[src/rtl/wb_pkg.sv]
// Shared constants and helpers for the writeback arbiter and its source FIFOs.
package wb_pkg;

  localparam int unsigned DATA_W  = 40;
  localparam int unsigned ADDR_W  = 5;
  localparam int unsigned NUM_SRC = 3;
  localparam int unsigned SRC_W   = 2;
  localparam int unsigned DROP_W  = 8;
  localparam int unsigned NUM_REG = 32;

  localparam logic [4:0] R_DISCARD = 5'd31;

  localparam logic [SRC_W-1:0] SRC_ALU = 2'd0;
  localparam logic [SRC_W-1:0] SRC_MEM = 2'd1;
  localparam logic [SRC_W-1:0] SRC_MUL = 2'd2;

  // Reduce a small sum (0 .. 2*NUM_SRC-1) back into a source index.
  function automatic logic [SRC_W-1:0] src_wrap(input logic [SRC_W:0] v);
    if (v >= (SRC_W+1)'(NUM_SRC)) begin
      return SRC_W'(v - (SRC_W+1)'(NUM_SRC));
    end
    return SRC_W'(v);
  endfunction

endpackage

[src/rtl/wb_src_fifo.sv]
// Per-source {addr, data} result FIFO; exposes head, full/empty and per-entry
// valid/address so the top level can build the pending-write vector.
module wb_src_fifo
  import wb_pkg::*;
#(
  parameter int unsigned DEPTH     = 2,
  parameter int unsigned ENT_DATA_W = 40,
  parameter int unsigned ENT_ADDR_W = 5
) (
  input  logic                                 clk,
  input  logic                                 rst_n,
  input  logic                                 i_push,
  input  logic [ENT_ADDR_W-1:0]                i_addr,
  input  logic [ENT_DATA_W-1:0]                i_data,
  input  logic                                 i_pop,
  output logic [ENT_ADDR_W-1:0]                o_head_addr,
  output logic [ENT_DATA_W-1:0]                o_head_data,
  output logic                                 o_empty,
  output logic                                 o_full,
  output logic [DEPTH-1:0]                     o_ent_vld,
  output logic [DEPTH-1:0][ENT_ADDR_W-1:0]     o_ent_addr
);

  localparam int unsigned PTR_W = (DEPTH > 1) ? $clog2(DEPTH) : 1;

  logic [PTR_W:0]          r_wr_ptr;
  logic [PTR_W:0]          r_rd_ptr;
  logic [PTR_W:0]          w_count;
  logic                    w_do_push;
  logic                    w_do_pop;
  logic [ENT_ADDR_W-1:0]   r_addr [DEPTH];
  logic [ENT_DATA_W-1:0]   r_data [DEPTH];

  assign w_count   = r_wr_ptr - r_rd_ptr;
  assign o_empty   = (w_count == '0);
  assign o_full    = (w_count == (PTR_W+1)'(DEPTH));
  assign w_do_push = i_push && !o_full;
  assign w_do_pop  = i_pop && !o_empty;

  // Extra pointer bit distinguishes full from empty when the indices match.
  always_ff @(posedge clk or negedge rst_n) begin
    if (!rst_n) begin
      r_wr_ptr <= '0;
      r_rd_ptr <= '0;
    end else begin
      if (w_do_push) r_wr_ptr <= r_wr_ptr + (PTR_W+1)'(1);
      if (w_do_pop)  r_rd_ptr <= r_rd_ptr + (PTR_W+1)'(1);
    end
  end

  always_ff @(posedge clk) begin
    if (w_do_push) begin
      r_addr[r_wr_ptr[PTR_W-1:0]] <= i_addr;
      r_data[r_wr_ptr[PTR_W-1:0]] <= i_data;
    end
  end

  assign o_head_addr = r_addr[r_rd_ptr[PTR_W-1:0]];
  assign o_head_data = r_data[r_rd_ptr[PTR_W-1:0]];

  // Slot i is live when its distance from the read index is below occupancy.
  for (genvar gi = 0; gi < DEPTH; gi++) begin : g_ent
    logic [PTR_W-1:0] w_off;
    assign w_off         = PTR_W'(gi) - r_rd_ptr[PTR_W-1:0];
    assign o_ent_vld[gi]  = ({1'b0, w_off} < w_count);
    assign o_ent_addr[gi] = r_addr[gi];
  end

endmodule

[src/rtl/wb_arbiter.sv]
// Writeback arbiter: buffers ALU/MEM/MUL results and issues up to two
// distinct-register writes per cycle with round-robin fairness.
module wb_arbiter
  import wb_pkg::*;
#(
  parameter int unsigned DEPTH  = 2,
  parameter int unsigned DATA_W = wb_pkg::DATA_W,
  parameter int unsigned ADDR_W = wb_pkg::ADDR_W
) (
  input  logic                              clk,
  input  logic                              rst,
  input  logic [NUM_SRC-1:0]                srcValid,
  input  logic [NUM_SRC-1:0][ADDR_W-1:0]    srcAddr,
  input  logic [NUM_SRC-1:0][DATA_W-1:0]    srcData,
  output logic [NUM_SRC-1:0]                srcReady,
  output logic [ADDR_W-1:0]                 addrWr0,
  output logic [ADDR_W-1:0]                 addrWr1,
  output logic [DATA_W-1:0]                 dataInWr0,
  output logic [DATA_W-1:0]                 dataInWr1,
  output logic                              writeEn0,
  output logic                              writeEn1,
  output logic [NUM_REG-1:0]                pendingWr,
  output logic [DROP_W-1:0]                 dropCnt
);

  localparam logic [ADDR_W-1:0] DISCARD_ADDR = ADDR_W'(R_DISCARD);
  localparam int unsigned       SUM_W        = DROP_W + 1;

  logic [SRC_W-1:0]                 r_rr;
  logic [SRC_W-1:0]                 w_rr_nxt;
  logic [DROP_W-1:0]                r_drop;
  logic [DROP_W-1:0]                w_drop_nxt;
  logic [SUM_W-1:0]                 w_drop_sum;
  logic [NUM_SRC-1:0]               w_empty;
  logic [NUM_SRC-1:0]               w_full;
  logic [NUM_SRC-1:0]               w_accept;
  logic [NUM_SRC-1:0]               w_drop;
  logic [NUM_SRC-1:0]               w_push;
  logic [NUM_SRC-1:0]               w_pop;
  logic [NUM_SRC-1:0][ADDR_W-1:0]   w_head_addr;
  logic [NUM_SRC-1:0][DATA_W-1:0]   w_head_data;
  logic [DEPTH-1:0]                 w_ent_vld  [NUM_SRC];
  logic [DEPTH-1:0][ADDR_W-1:0]     w_ent_addr [NUM_SRC];
  logic [SRC_W-1:0]                 w_order    [NUM_SRC];
  logic                             w_have0;
  logic                             w_have1;
  logic [SRC_W-1:0]                 w_sel0;
  logic [SRC_W-1:0]                 w_sel1;
  logic [SRC_W-1:0]                 w_last;
  logic [NUM_REG-1:0]               w_pend;

  // Readiness depends on occupancy only, never on the producer's valid.
  assign srcReady = ~w_full;
  assign w_accept = srcValid & srcReady;

  for (genvar g = 0; g < NUM_SRC; g++) begin : g_src
    assign w_drop[g]  = w_accept[g] && (srcAddr[g] == DISCARD_ADDR);
    assign w_push[g]  = w_accept[g] && (srcAddr[g] != DISCARD_ADDR);
    assign w_order[g] = src_wrap({1'b0, r_rr} + (SRC_W+1)'(g));

    wb_src_fifo #(
      .DEPTH      (DEPTH),
      .ENT_DATA_W (DATA_W),
      .ENT_ADDR_W (ADDR_W)
    ) u_fifo (
      .clk         (clk),
      .rst_n       (rst),
      .i_push      (w_push[g]),
      .i_addr      (srcAddr[g]),
      .i_data      (srcData[g]),
      .i_pop       (w_pop[g]),
      .o_head_addr (w_head_addr[g]),
      .o_head_data (w_head_data[g]),
      .o_empty     (w_empty[g]),
      .o_full      (w_full[g]),
      .o_ent_vld   (w_ent_vld[g]),
      .o_ent_addr  (w_ent_addr[g])
    );
  end

  // Walk rr, rr+1, rr+2; second pick must target a different register.
  always_comb begin
    w_have0 = 1'b0;
    w_have1 = 1'b0;
    w_sel0  = '0;
    w_sel1  = '0;
    for (int k = 0; k < NUM_SRC; k++) begin
      if (!w_empty[w_order[k]]) begin
        if (!w_have0) begin
          w_have0 = 1'b1;
          w_sel0  = w_order[k];
        end else if (!w_have1 && (w_head_addr[w_order[k]] != w_head_addr[w_sel0])) begin
          w_have1 = 1'b1;
          w_sel1  = w_order[k];
        end
      end
    end
  end

  always_comb begin
    w_pop = '0;
    if (w_have0) w_pop[w_sel0] = 1'b1;
    if (w_have1) w_pop[w_sel1] = 1'b1;
  end

  assign w_last   = w_have1 ? w_sel1 : w_sel0;
  assign w_rr_nxt = w_have0 ? src_wrap({1'b0, w_last} + (SRC_W+1)'(1)) : r_rr;

  assign writeEn0  = w_have0;
  assign writeEn1  = w_have1;
  assign addrWr0   = w_have0 ? w_head_addr[w_sel0] : '0;
  assign addrWr1   = w_have1 ? w_head_addr[w_sel1] : '0;
  assign dataInWr0 = w_have0 ? w_head_data[w_sel0] : '0;
  assign dataInWr1 = w_have1 ? w_head_data[w_sel1] : '0;

  // Buffered entries only: this cycle's pushes are not yet visible here.
  always_comb begin
    w_pend = '0;
    for (int s = 0; s < NUM_SRC; s++) begin
      for (int e = 0; e < DEPTH; e++) begin
        if (w_ent_vld[s][e]) w_pend[w_ent_addr[s][e]] = 1'b1;
      end
    end
  end

  assign pendingWr = w_pend;

  always_comb begin
    w_drop_sum = {1'b0, r_drop};
    for (int s = 0; s < NUM_SRC; s++) begin
      w_drop_sum = w_drop_sum + SUM_W'(w_drop[s]);
    end
    w_drop_nxt = w_drop_sum[DROP_W] ? '1 : w_drop_sum[DROP_W-1:0];
  end

  assign dropCnt = r_drop;

  always_ff @(posedge clk or negedge rst) begin
    if (!rst) begin
      r_rr   <= SRC_ALU;
      r_drop <= '0;
    end else begin
      r_rr   <= w_rr_nxt;
      r_drop <= w_drop_nxt;
    end
  end

endmodule

[config.mk]
export PLATFORM = sky130hd
export DESIGN_NAME = wb_arbiter
export DESIGN_NICKNAME = d
export VERILOG_FILES = /design/src/rtl/wb_pkg.sv /design/src/rtl/wb_src_fifo.sv /design/src/rtl/wb_arbiter.sv
export SDC_FILE = /design/constraint.sdc
export NUM_CORES = 1
export LEC_CHECK = 0
export ABC_AREA = 0
export BUFFER_PORTS_ARGS = -buffer_cell sky130_fd_sc_hd__buf_4
export CAP_MARGIN = 25
export CORE_ASPECT_RATIO = 0.75
export CORE_MARGIN = 2
export CORE_UTILIZATION = 59
export CTS_BUF_LIST = sky130_fd_sc_hd__clkbuf_8
export CTS_CLUSTER_SIZE = 28
export DETAILED_ROUTE_END_ITERATION = 8
export PLACE_DENSITY = 0.82
export SETUP_SLACK_MARGIN = 0.02
export SLEW_MARGIN = 20
export SYNTH_ARGS = -nofsm -noshare
export SYNTH_HDL_FRONTEND = slang
export SYNTH_SLANG_ARGS = --single-unit
[constraint.sdc]
create_clock -name clk -period 7.5 [get_ports clk]
set_input_delay 1.5 -clock clk [delete_from_list [all_inputs] [get_ports clk]]
set_output_delay 1.5 -clock clk [all_outputs]
set_load 0.05 [all_outputs]
* Yosys cells after proc, flatten, opt, wreduce, memory -nomap -nowiden *
Memories as Yosys holds them, arrays and structs flattened.
Cells that the tools add are included.

word-level totals
  bits in registers = 22
  RAM bits = 270
  input port bits = 140
  output and inout port bits = 135
  logic and storage cells = 210
  memories = 6

cells by class
  $add $sub $neg = 25
  order comparisons = 31
  equal/unequal tests = 11
  muxes and demuxes = 90
  bitwise operators = 8
  reductions and logical operators = 31

memory list
  memory                  depth  width  read ports  clocked after memory_dff  wr ports  line               source
  g_src[0].u_fifo.r_data  2      40     1           0                         1         wb_src_fifo.sv:32  logic [ENT_DATA_W-1:0] r_data [DEPTH];
  g_src[1].u_fifo.r_data  2      40     1           0                         1         wb_src_fifo.sv:32
  g_src[2].u_fifo.r_data  2      40     1           0                         1         wb_src_fifo.sv:32
  g_src[0].u_fifo.r_addr  2      5      3           0                         1         wb_src_fifo.sv:31  logic [ENT_ADDR_W-1:0] r_addr [DEPTH];
  g_src[1].u_fifo.r_addr  2      5      3           0                         1         wb_src_fifo.sv:31
  g_src[2].u_fifo.r_addr  2      5      3           0                         1         wb_src_fifo.sv:31

operators with widths
  operator               number
  $mux W32               6
  $bmux W40 S2           2
  $mux W40               4
  $or A32 B32 Y32        5
  $bmux W5 S2            6
  $mux W2                20
  $mux W5                8
  $lt A5 B6 Y1 const B   6
  $demux W1 S5           6
  $ge A5 B1 Y1 const B   6
  $mux W1                30
  $logic_and A1 B1 Y1    21
  $lt A2 B3 Y1 const B   7
  $add A9 B1 Y9          2
  $eq A5 B5 Y1 const B   3
  $ne A5 B5 Y1 const B   3
  $add A2 B1 Y2 const B  6
  $lt A1 B2 Y1           6
  $ne A5 B5 Y1           2
  $add A8 B1 Y9          1
  $ge A3 B2 Y1 const B   3
  $mux W8                1
  $sub A2 B2 Y2 const B  4
  $logic_not A1 Y1       7
  other kinds (14)       31

* Depth between registers and ports, before layout *
Gate-level depths: netlist of run 1.

  depth after elaboration = 24
  gate-level depth with buffers = 19
  depth with buffers taken out = 14

* By module *
Synthesis of run 1 repeated with hierarchy kept, for this count alone.

second synthesis, totals
  cell total of the unflattened synthesis = 1503
  area total of the unflattened synthesis = 17052.6 µm²

by module, submodules not included
  module       instances  cells an instance  area each (µm²)  seq. area each (µm²)
  wb_src_fifo  3          171                3540.9           2802.7
  wb_arbiter   1          990                6429.9           250.2

* Worst setup path before layout of run 1 *
No wires, ideal clock.

  path type = register to output
  start = register g_src[1].u_fifo.r_rd_ptr[0]
  end = output dataInWr1[37]
  arrival = 5.537 ns
  required time = 6.000 ns
  setup slack = 0.463 ns
  stages on the path, launching flop included = 17
  path buffers = 4
  cells stage by stage = dfrtp_1 clkbuf_1 buf_1 clkbuf_1 inv_1 ha_1 nand2b_1 o21ai_0 mux2_2 a21oi_1 xor2_1 o31ai_4 nor2_2 o41ai_4 buf_6 mux2_2 a22oi_1

on the way
  longest elaborated chain between the ends = 19
  elaborated cells on any way between the ends = 42
  classes of those cells = add/sub (1); eq/ne (2); mux (34); reduce/logical (3); memory (2)

ends and longest elaborated chain
  item                            line               source
  from (decl)                     wb_src_fifo.sv:27  logic [PTR_W:0] r_rd_ptr;
  from (signal assigned)          wb_src_fifo.sv:47  if (w_do_pop) r_rd_ptr <= r_rd_ptr + (PTR_W+1)'(1);
  $sub A2 B2 Y2                   wb_src_fifo.sv:34  assign w_count = r_wr_ptr - r_rd_ptr;
  $logic_not A2 Y1                wb_src_fifo.sv:35  assign o_empty = (w_count == '0);
  $bmux W1 S2                     wb_arbiter.sv:88   if (!w_empty[w_order[k]]) begin
  $mux W1 (not written as such)   wb_arbiter.sv:88
  $mux W2                         wb_arbiter.sv:88
  $bmux W5 S2                     wb_arbiter.sv:92   end else if (!w_have1 && (w_head_addr[w_order[k]] != w_head_addr[w_sel0])) begin
  $mux W5 (not written as such)   wb_arbiter.sv:92
  $ne A5 B5 Y1                    wb_arbiter.sv:92
  [3 not listed]                  -
  $logic_not A1 Y1                wb_arbiter.sv:92
  $logic_and A1 B1 Y1             wb_arbiter.sv:92
  $mux W2                         wb_arbiter.sv:92
  $mux W2                         wb_arbiter.sv:89   if (!w_have0) begin
  $mux W2                         wb_arbiter.sv:88
  $bmux W40 S2                    wb_arbiter.sv:114  assign dataInWr1 = w_have1 ? w_head_data[w_sel1] : '0;
  $mux W40 (not written as such)  wb_arbiter.sv:114
  $mux W40 *                      wb_arbiter.sv:114
  to (decl)                       wb_arbiter.sv:19   output logic [DATA_W-1:0] dataInWr1,

Mark *: on every way between the ends. The rest lies on a longest branch, timed or not. The select of a mux whose other input is x is not followed.

* Final worst setup path of run 1 *
  start = register g_src[1].u_fifo.r_rd_ptr[0]
  end = output dataInWr1[3]

Same word-level chain as after synthesis.

==> impl_results.md, run 1 <==
* Die footprint at 28600 um2
* Worst r2r src: g_src[2].u_fifo.r_rd_ptr[0]$_DFFE_PN0P_
* Slew headroom at 0.397
* Mapped Area at 16100 um2
* First-pass DRT Iterations at 5
* Worst-Margin Slew at 0.904 ns
* Worst hold path depth at 1
* Status: complete, no violations
* First-pass GRT wire length at 77900 um
* Post-CTS Resized at 0
* Clock tree buffer depth at 3
* Initial antenna violation count at 2
* Wire length on met2 at 22800 um
* Pre-CTS WS at 1.23 ns
* Max-cap violations at 0
* Setup CP Type: register to primary output
* Residual DRC at 0
* Wl on met1 at 20800 um
* Setup TNS at 0 ns
* CTS tree: done
* Metal3 WL at 6780 um
* Num CTS Buffers at 45
* Vias per cell at 6.65
* Clock H-tree levels at 2
* Clock Skew at 0.0222 ns
* Io pins at 275
* Worst hold-check path type: register to register
* Final Hold Viols at 0
* Crit. End Element: primary output
* IO Port Bufs at 274
* Cell with the most instances after synthesis: edfxtp_1
* Final Util at 0.721
* YS warnings at 0
* Unrepaired setup endpoints after global routing: no
* Worst skew pair latency at 0.58 ns
* Flop2flop setup slack at 2.40 ns
* Top cells by count, synth: 270 x edfxtp_1, 161 x nand2_1, 99 x mux2i_1
* RR Endpoint: r_rr[0]$_DFFE_PN0N_
* Worst setup SP type: register
* Clock sink total at 292
* Core Rows at 52
* Worst Hold End: g_src[0].u_fifo.r_wr_ptr[1]$_DFFE_PN0P_
* Die H at 147 um
* Via count at 13700
* Endpoints failing setup at 0
* WL final at 51800 um
* Routed len/inst at 25.1 um
* Final min period at 6.98 ns
* Peak Freq at 143 MHz
* GRT Util Overall at 0.358
* Top post-synthesis cells by area: edfxtp_1 50%, mux2i_1 6.2%, mux2_2 5.7%
* Final setup margin at 0.523 ns
* Seq/Total Area, Yosys at 0.538
* Layout Nets at 1836
* Setup bufs post-CTS at 0
* Hold Buf Count CTS at 0
* Final Cycle Share at 0.930
* Die Wd at 195 um
* CORE AREA at 26900 um2
* Critical path required time at 6.00 ns
* Syn_nets at 1578
* Synthesized area per cell at 11.3 um2
* Number of flops mapped to enable cells by yosys at 270
* Starting Density at 0.598
* FF-to-FF path depth at 15
* Starting DRT DRC Count at 1489
* Total gr overflow at 0
* Max-slew violation count at 0
* Count of mapped cells out of synthesis at 1422
* Min-Delay Startpoint: g_src[0].u_fifo.r_wr_ptr[1]$_DFFE_PN0P_
* Largest net degree at the start of global routing at 69
* Synth unique cells at 64
* Largest area contributor in the netlist: edfxtp_1
* Post-route ant nets at 0
* Highest routed layer: met4
* Vias in the first global route at 13500
* CP arrival at 5.48 ns
* Crit Path Max Fanout at 41
* Hold WS at 0.504 ns
* Final Wtd Congestion at 0.988
* Main synth FF type: edfxtp_1
* Fraction of layout cells with a size suffix above 1 at 0.277
* Synth-to-layout area growth at 20.5%
* Post-synth top area share at 0.504
* Ys async rst share at 0.0753
* DP HPWL at 35600 um
* Seq cells post-synth at 292
* Clk slew on worst S/H paths at 0.06 ns
* CTS root buf: clkbuf_8
==> cells by family after synthesis <==
family                   share of synthesized area
AO/OA/AOI/OAI                                0.115
flip-flops                                   0.538
multiplexers                                 0.129
adder cells (fa/ha/maj)                     0.0134
buffers and inverters                       0.0282
AND/OR/NAND/NOR                              0.160
XOR/XNOR                                    0.0165
==> cells in the final DEF, fill, tap and decap left out, drive strengths merged, types with 10 or more instances in the layout <==
cell / netlist / final
a21oi: 44 / 44
a22oi: 69 / 69
a31oi: 52 / 52
and3: 17 / 17
buf: 12 / 306
clkbuf: 83 / 49
dfrtp: 22 / 22
edfxtp: 270 / 270
ha: 14 / 14
inv: 16 / 33
mux2: 96 / 96
mux2i: 99 / 99
nand2: 161 / 161
nand2b: 59 / 59
nand3: 43 / 43
nand4: 26 / 26
nor2: 96 / 96
nor3: 58 / 58
nor3b: 18 / 18
o211ai: 11 / 11
o21ai: 12 / 12
o22ai: 32 / 32
o32ai: 12 / 12
xnor2: 10 / 10
==> metal layers <==
layer | vias up | track usage
met3 | 120 | 0.0953
met4 | 0 | 0.126
met5 | - | 0
li1 | 5951 | -
met1 | 6642 | 0.511
met2 | 1001 | 0.533
==> flip-flops by register name (all words and copies together) (netlist names) <==
register	cells
r_rr	2
g_src.u_fifo.r_addr	30
dropCnt	8
g_src.u_fifo.r_data	240
g_src.u_fifo.r_wr_ptr	6
g_src.u_fifo.r_rd_ptr	6
==> worst max-delay path by stage <==
stage / startpoint / end
after floorplan: g_src[1].u_fifo.r_rd_ptr[0]$_DFFE_PN0P_ / dataInWr1[37]
after detailed placement: r_rr[1]$_DFFE_PN0N_ / dataInWr1[26]
final: g_src[1].u_fifo.r_rd_ptr[0]$_DFFE_PN0P_ / dataInWr1[3]
after global routing: r_rr[1]$_DFFE_PN0N_ / dataInWr1[3]
after global placement: r_rr[1]$_DFFE_PN0N_ / dataInWr1[39]
after CTS: r_rr[1]$_DFFE_PN0N_ / dataInWr1[26]
==> stage by stage <==
step,cell area [um2],instances
final,19400,2063
after global routing,19400,2060
after CTS,19400,2060
after detailed placement,18500,1984
after global placement,18500,1984
after floorplan,16100,1422
==> worst max-delay path: stages (launching register included) <==
cell	delay, ns
dfrtp_4	0.56
buf_4	0.73
mux2i_1	0.47
o211ai_1	0.18
o211ai_1	0.17
a21oi_1	0.09
or4_1	0.60
o31ai_4	0.27
nor2_2	0.10
o41ai_4	0.38
buf_4	0.36
mux2_2	0.40
a22oi_1	0.31
buf_4	0.26
==> final cells by class <==
| cell class | instances | area [um2] |
|---|---|---|
| inverter | 17 | 63.8 |
| tap | 351 | 439 |
| clock inverter | 27 | 161 |
| multi-input combinational | 1018 | 7060 |
| sequential | 292 | 8670 |
| clock buffer | 49 | 674 |
| antenna | 3 | 7.51 |
| fill | 1843 | 7500 |
| timing repair buffer | 306 | 2300 |
Power of run 1 is not shown: default switching activity piles up to over one toggle a cycle in this logic, so the estimate is an artifact.
==> inputs of run 2 (changes only) <==
- CORE_UTILIZATION: 59 -> 53
- PLACE_DENSITY: 0.82 -> 0.78
- clock period: 7.5 -> 5.74 ns (I/O delays scaled with it)
==> run 2 against run 1 <==
Against the previous run:
- first-iteration DRC count shrank 8.1%
- sequential share of layout area shrank 2.5 points
- setup slack lost 0.37 ns
==> impl_results.md, run 2 (synthesis results as in run 1) <==
* Max-slew violation count at 0 (unchanged)
* Status: complete, no violations
* Total gr overflow at 0 (unchanged)
* GRT Util Overall at 0.326 (-0.0315)
* Core Rows at 55 (+5.8%)
* Worst-Margin Slew at 0.976 ns (+0.0712 ns)
* Crit Path Max Fanout at 8 (-80%)
* WL final at 53400 um (+2.9%)
* Placed Area at 19000 um2 (+2.7%)
* Starting Density at 0.536 (-0.0625)
* Unrepaired setup endpoints after global routing: yes
* Endpoints failing setup at 0 (unchanged)
* Final min period at 5.59 ns
* Io pins at 275 (unchanged)
* Worst hold-check path type: input pin to asynchronous set/reset pin
* Crit. End Element: primary output
* Pre-CTS WS at 0.254 ns (-0.980 ns)
* Ant diodes at 0 (-3)
* Post-route ant nets at 0 (unchanged)
* Initial antenna violation count at 0 (-2)
* CTS root buf: clkbuf_8
* Starting DRT DRC Count at 1368 (-8.1%)
* Flop2flop setup slack at 1.41 ns (-0.99 ns)
* Vias in the first global route at 13100 (-3.0%)
* CORE AREA at 30000 um2 (+12%)
* Fillers at 2268 (+23%)
* Clock tree buffer depth at 3 (unchanged)
* Layout Nets at 1888 (+2.8%)
* Die Wd at 205 um (+5.4%)
* Die H at 155 um (+5.4%)
* Critical path's largest stage delay at 0.42 ns (-0.31 ns)
* Worst setup SP type: register
* First-pass DRT Iterations at 5 (unchanged)
* Final Cycle Share at 0.974
* Commonest non-fill, non-tap cell in the layout: buf_4
* Final Util at 0.684 (-0.0364)
* Crit path capture: dataInWr1[0]
* CTS tree: done
* Synth-to-layout area growth at 27.7%
* Max reg flops at 240 (unchanged)
* Max-cap violations at 0 (unchanged)
* Final Wtd Congestion at 1.01 (+2.2%)
* CP max-delay cell: o311ai_4
* Via count at 13600 (-0.85%)
* Clk slew on worst S/H paths at 0.07 ns (about the same)
* Clock sink total at 292 (unchanged)
* FF-to-FF path depth at 15 (unchanged)
* IO Port Bufs at 274 (unchanged)
* Clock H-tree levels at 2 (unchanged)
* Design area at 20500 um2 (+6.0%)
* Critical Path Start: g_src[2].u_fifo.r_wr_ptr[0]$_DFFE_PN0P_
* Final setup margin at 0.151 ns (-0.372 ns)
* Die footprint at 31800 um2 (+11%)
* Setup CP Type: register to primary output
* DP HPWL at 36900 um (+3.6%)
* Worst r2r src: g_src[2].u_fifo.r_wr_ptr[0]$_DFFE_PN0P_
* Critical path required time at 4.59 ns (-1.41 ns)
* Top cell by count, worst path: buf_6
* Peak Freq at 179 MHz
* Fraction of layout cells with a size suffix above 1 at 0.346 (+0.0686)
* CP arrival at 4.44 ns (-1.04 ns)
* Final Hold Viols at 0 (unchanged)
* RR Endpoint: r_rr[0]$_DFFE_PN0N_
* Slew headroom at 0.347 (-0.0499)
* Vias per cell at 6.28 (-5.5%)
* Commonest cells after routing, fill and taps aside: 319 x buf_4, 270 x edfxtp_1, 161 x nand2_1
* Residual DRC at 0 (unchanged)
* CP cell instances: inv_2 -> ha_4 -> xor3_2 -> o311ai_4 -> a21o_4 -> mux2i_1 -> o21ai_0 -> xor2_1 -> and4_4 -> o41ai_4 -> buf_6 -> buf_12 -> mux2_2 -> a22oi_2 -> buf_6
* Largest net degree at the start of global routing at 60 (-13%)
* Num CTS Buffers at 46 (+2.2%)
* Routed len/inst at 24.6 um (-1.9%)
* Register area at 8670 um2 (unchanged)
* Multi-input gate area at 7470 um2 (+5.9%)
* First-pass GRT wire length at 78300 um (+0.48%)
* Worst skew pair latency at 0.58 ns (about the same)
* Clock Skew at 0.0463 ns (+0.0241 ns)
==> run 2: worst min-delay path by stage <==
stage                     slack, ns                               startpoint                                 endpoint
after floorplan                0.47  g_src[0].u_fifo.r_wr_ptr[1]$_DFFE_PN0P_  g_src[0].u_fifo.r_wr_ptr[1]$_DFFE_PN0P_
after global placement         0.51  g_src[2].u_fifo.r_rd_ptr[1]$_DFFE_PN0P_  g_src[2].u_fifo.r_rd_ptr[1]$_DFFE_PN0P_
after detailed placement       0.50  g_src[0].u_fifo.r_wr_ptr[1]$_DFFE_PN0P_  g_src[0].u_fifo.r_wr_ptr[1]$_DFFE_PN0P_
after CTS                      0.46                                      rst  g_src[1].u_fifo.r_wr_ptr[0]$_DFFE_PN0P_
after global routing           0.49                                      rst  g_src[1].u_fifo.r_wr_ptr[0]$_DFFE_PN0P_
final                          0.49                                      rst  g_src[1].u_fifo.r_wr_ptr[0]$_DFFE_PN0P_
==> run 2: metrics by stage <==
stage | cells | hold WS [ns] | setup TNS [ns]
floorplan | 1422 | 0.468 | 0
global placement | 2055 | 0.505 | 0
detailed placement | 2055 | 0.498 | 0
CTS | 2149 | 0.464 | 0
global route | 2165 | 0.491 | -0.00273
finish | 2165 | 0.489 | 0
==> run 2: critical path, delay by kind of cell (launching register included) <==
kind            cells  cell delay (ns)
fa+ha+maj           1             0.14
mux                 2             0.57
compound gates      5             1.32
flops               1             0.39
simple gates        1             0.22
buf+inv             4             0.70
xor+xnor            2             0.55
==> run 2: final cells by class <==
cell class                 count  share of cell area
sequential                   292               0.422
multi-input combinational   1018               0.364
timing repair buffer         357               0.143
clock buffer                  49              0.0328
tap                          399              0.0243
clock inverter                33              0.0108
inverter                      17             0.00335
==> run 2: what timing repair did <==
item | in CTS | in global routing
pin swaps | 5 | 10
hold buffers | 0 | 0
endpoints found under the setup margin | 45 | 45
setup buffers | 11 | 13
gates resized for setup | 34 | 46
gates cloned | 1 | 2
==> run 2: metal layers <==
metal,vias to the layer above,track usage,share of wire
met4,0,0.0993,0.029
met5,-,0,0
met2,851,0.474,0.43
met1,6550,0.475,0.42
li1,6065,-,-
met3,131,0.0936,0.12
Power of run 2 is left out for the same reason.
